==> config.mk <==
export PLATFORM = sky130hd
export DESIGN_NAME = detector_modulo
export DESIGN_NICKNAME = d
export VERILOG_FILES = /design/src/rtl/detector_modulo_pkg.sv /design/src/rtl/detector_modulo.sv
export SDC_FILE = /design/constraint.sdc
export NUM_CORES = 1
export LEC_CHECK = 0
export CELL_PAD_IN_SITES_DETAIL_PLACEMENT = 1
export CELL_PAD_IN_SITES_GLOBAL_PLACEMENT = 1
export CORE_MARGIN = 5
export CORE_UTILIZATION = 37
export CTS_CLUSTER_SIZE = 8
export DETAILED_ROUTE_END_ITERATION = 6
export HOLD_SLACK_MARGIN = 0.02
export PLACE_DENSITY = 0.84
export SYNTH_ARGS = -nofsm -noshare
export SYNTH_HDL_FRONTEND = slang
export SYNTH_SLANG_ARGS = --single-unit
export TNS_END_PERCENT = 20
==> constraint.sdc <==
create_clock -name clk -period 3.06 [get_ports clk]
set_clock_uncertainty 0.1 [all_clocks]
set_input_delay 0.306 -clock clk [delete_from_list [all_inputs] [get_ports clk]]
set_output_delay 0.306 -clock clk [all_outputs]
set_load 0.05 [all_outputs]
==> src/rtl/detector_modulo_pkg.sv <==
// Shared constants and FSM encoding for the modulo-counter modulus detector.
package detector_modulo_pkg;
    localparam int MOD_W = 8;

    typedef enum logic [1:0] {
        IDLE    = 2'd0,
        SYNC    = 2'd1,
        MEASURE = 2'd2,
        LOCKED  = 2'd3
    } state_t;
endpackage

==> src/rtl/detector_modulo.sv <==
// Recovers the modulus N of an observed modulo-N counter, confirming it over
// two consecutive wraps and flagging illegal steps and modulus changes.
module detector_modulo
    import detector_modulo_pkg::*;
(
    input  logic             clk,
    input  logic             rst,
    input  logic             en,
    input  logic [MOD_W-1:0] q_in,
    output logic [MOD_W-1:0] n_out,
    output logic             locked,
    output logic             wrap,
    output logic             change,
    output logic             err
);
    state_t           state, state_nx;
    logic [MOD_W-1:0] q_prev, n_nx;
    logic             locked_nx, wrap_nx, change_nx, err_nx;

    // Increment kept one bit wider so q_prev=255 never aliases onto 0.
    logic [MOD_W:0]   q_inc;
    logic             is_step, zero_ok, n_match, n_above;

    assign q_inc   = {1'b0, q_prev} + 1'b1;
    assign is_step = ({1'b0, q_in} == q_inc);
    assign zero_ok = (q_in == '0) && !q_inc[MOD_W];
    assign n_match = (q_inc == {1'b0, n_out});
    assign n_above = (q_inc <  {1'b0, n_out});

    always_comb begin
        state_nx  = state;
        n_nx      = n_out;
        locked_nx = locked;
        wrap_nx   = 1'b0;
        change_nx = 1'b0;
        err_nx    = 1'b0;
        if (en) begin
            case (state)
                IDLE: state_nx = SYNC;
                SYNC: begin
                    if (zero_ok) begin
                        wrap_nx  = 1'b1;
                        state_nx = MEASURE;
                    end else if (!is_step) begin
                        err_nx = 1'b1;
                    end
                end
                MEASURE: begin
                    if (zero_ok) begin
                        wrap_nx   = 1'b1;
                        n_nx      = q_inc[MOD_W-1:0];
                        locked_nx = 1'b1;
                        state_nx  = LOCKED;
                    end else if (!is_step) begin
                        err_nx   = 1'b1;
                        state_nx = SYNC;
                    end
                end
                LOCKED: begin
                    if (n_match && zero_ok) begin
                        wrap_nx = 1'b1;
                    end else if (n_match && is_step) begin
                        // Counter ran past the locked modulus: it grew, re-measure.
                        change_nx = 1'b1;
                        locked_nx = 1'b0;
                        state_nx  = MEASURE;
                    end else if (n_above && is_step) begin
                        state_nx = LOCKED;
                    end else if (n_above && zero_ok) begin
                        wrap_nx   = 1'b1;
                        change_nx = 1'b1;
                        n_nx      = q_inc[MOD_W-1:0];
                    end else begin
                        err_nx    = 1'b1;
                        locked_nx = 1'b0;
                        state_nx  = SYNC;
                    end
                end
                default: state_nx = IDLE;
            endcase
        end
    end

    always_ff @(posedge clk) begin
        if (rst) begin
            state  <= IDLE;
            q_prev <= '0;
            n_out  <= '0;
            locked <= 1'b0;
            wrap   <= 1'b0;
            change <= 1'b0;
            err    <= 1'b0;
        end else begin
            state  <= state_nx;
            if (en) q_prev <= q_in;
            n_out  <= n_nx;
            locked <= locked_nx;
            wrap   <= wrap_nx;
            change <= change_nx;
            err    <= err_nx;
        end
    end
endmodule

==> summary.md <==
| Metric | Value |
|---|---|
| Clk root buf | `clkbuf_8` |
| Die Wd | `77.3 µm` |
| Sink Count | `22` |
| Post-route ant nets | `0` |
| Post-Synthesis Cell Area | `1670 µm²` |
| Synth warnings | `0` |
| Fin crit share | `0.977` |
| Final Routed Wirelength | `4670 µm` |
| GRT overflow | `0` |
| Clk pin slew, worst setup/hold paths | `roughly 90 ps` |
| RePlAce Congestion | `just under 0.8` |
| Ys async rst share | `0` |
| Wire length per cell | `approximately 17 µm` |
| CP endpoint kind | `flip-flop` |
| Mapped Nets | `215` |
| Rows | `24` |
| Clk Latency, worst-skew pair | `270 ps` |
| Total core area | `between 4000 and 5000 µm²` |
| Post-synth EDFFs | `0` |
| Htree depth | `1` |
| CTS Hold Bufs | `0` |
| Setup-failing EPs final | `0` |
| GRT Overall Usage | `0.148` |
| Setup tns final | `0 ps` |
| Worst-margin pin slew | `roughly 1000 ps` |
| Final Hold Fails | `0` |
| Clock Path Buffers | `2` |
| Post-layout util | `0.485` |
| Initial antenna violation count | `0` |
| Status | `complete, no violations` |
| Main synth FF type | `dfxtp_1` |
| Total CTS buffers | `3` |
| Syn_area_per_cell | `around 8.8 µm²` |
| Synth top area share | `0.263` |
| DRC | `0` |
| PwrDens | `340 nW/µm²` |
| CP Data Arrival Time | `approximately 3000 ps` |
| Largest area contributor in the netlist | `dfxtp_1` |
| CP Class | `reg -> reg` |
| Count leader, synth | `dfxtp_1` |
| Area contributors post-synth | `dfxtp_1 (26%), ha_1 (9.7%), mux2i_1 (9.0%)` |
| Crit Path Max Fanout | `5` |
| First-pass GRT wire length | `around 7300 µm` |
| Area Overhead vs Synth | `26.9%` |
| Post-layout nets | `between 200 and 250` |
| Fin. max-slew vios | `0` |
| Startpoint types | `flip-flop` |
| Max_cap viols | `0` |
| FF+latch count, synth | `22` |
| Detail Placement HPWL | `~3300 µm` |
| Hold/Removal Path Class | `reg -> reg` |
| Via count | `~1500` |
| Cell leakage power | `approximately 0.84 nW` |
| Ant diodes | `0` |
| Commonest cells in the netlist | `dfxtp_1 (22), nor2_1 (18), mux2i_1 (15)` |
| Critical path data required time | `between 3000 and 4000 ps` |
| Crit path time final | `between 2000 and 3000 ps` |
| Pin count of the biggest net entering global routing | `30` |
| Vias in the first global route | `between 1500 and 2000` |
| Max Clk Rate | `about 330 MHz` |
| I/O Pins | `23` |
| Register area share after synthesis | `0.263` |
| DR iter-0 viols | `77` |
| Die Y | `just under 80 µm` |
| Hold_ws | `396 ps` |
| I/O Buffers | `22` |
| Layout cells sized above 1 | `0.177` |
| CTS tree | `built` |
| Max VDD drop | `roughly 0.00019 V` |
| Number of distinct library cells after synthesis | `between 50 and 60` |
| Vias per cell | `~5.6` |
| Die footprint | `between 5000 and 6000 µm²` |
| Initial Util | `0.382` |
| First-pass iteration count of the detailed router | `4` |
| Worst slew margin | `0.336` |
| Mapped Cells | `191` |
==> layer usage <==
layer / up-vias / part of all wire / GRT usage
met3: 12 / 0.037 / 0.0199
met5: - / 0 / 0
met1: 738 / 0.44 / 0.190
met4: 0 / 0.031 / 0.0447
met2: 30 / 0.49 / 0.253
li1: 737 / - / -
==> worst max-delay path, stage by stage, from the launching register on <==
cell and delay, ps:
dfxtp_4 390, ha_4 160, and3_4 200, nand2_2 70
xnor2_2 170, ha_1 320, o21a_1 130, o21a_1 120
o22ai_2 100, o21a_1 230, nor2b_1 160, a2111oi_0 560
a221oi_2 140
==> final timing paths <==
check | start | to | slack (ps) | cells after the start
worst min register to register | locked | locked | 400 | 2
worst max register to register | q_prev[0] | state[1] | 70 | 12
worst max-delay path | q_prev[0] | state[1] | 70 | 12
worst min-delay path | locked | locked | 400 | 2
==> sequential cells by signal, indices dropped and copies added (netlist names) <==
signal,cells
err,1
locked,1
q_prev,8
wrap,1
change,1
state,2
n_out,8
==> cells by family after synthesis <==
group / count (synthesis) / synth area share
compound gates: 32 / 0.149
xor+xnor: 15 / 0.0919
mux: 16 / 0.0964
flops: 22 / 0.263
simple gates: 71 / 0.240
buf+inv: 22 / 0.0620
fa+ha+maj: 13 / 0.0972
==> stage by stage <==
stage          total power, W  instance area, µm²  instances  setup WS, ps
4_1_cts              0.000718                2050        271          11.5
2_1_floorplan        0.000439                1670        191          21.6
6_report             0.000723                2120        272          71.0
3_3_place_gp         0.000489                1990        267           134
3_5_place_dp         0.000494                1990        267          85.8
5_1_grt              0.000769                2120        272          -144
==> layout by cell type (no fill, tap or decap), types with 2 or more instances in the layout <==
cell type	n
and3_1	3
xnor2_2	3
xnor2_1	5
buf_4	11
mux2i_1	15
dfxtp_4	2
nand2_1	4
nand3_1	3
nand4_1	4
o211ai_1	3
nand4bb_1	2
o21a_1	4
o21ai_1	2
xor2_1	5
dfxtp_2	4
nor3_1	3
nand2b_1	14
a21oi_1	7
nor2b_1	3
or3_1	2
o211a_1	2
o21ai_0	2
clkbuf_8	4
dfxtp_1	16
inv_1	13
or4_1	2
ha_1	12
clkdlybuf4s50_1	22
nor4_1	2
nand2_2	2
nor2_1	17
==> power breakdown <==
group / leakage, nW / switching, W / total [W] / internal, W
combinational: 0.632 / 0.0000972 / 0.000188 / 0.0000908
sequential: 0.182 / 0.0000176 / 0.000315 / 0.000297
clock: 0.0288 / 0.000105 / 0.000220 / 0.000115
total: 0.843 / 0.000220 / 0.000723 / 0.000503
==> what timing repair did <==
action | in CTS | in global routing
resized for setup | 1 | 19
buffers inserted | 0 | 1
pin swaps | 0 | 7
setup endpoints to repair | 7 | 12
==> area by class of cell <==
type	instances	area, µm²
Clock buffer	4	55.1
Inverter	13	48.8
Tap cell	52	65.1
Multi-Input combinational cell	147	1190
Timing Repair Buffer	34	314
Sequential cell	22	453
Fill cell	519	2260
Note: power is estimated with default switching activity, not from simulation.
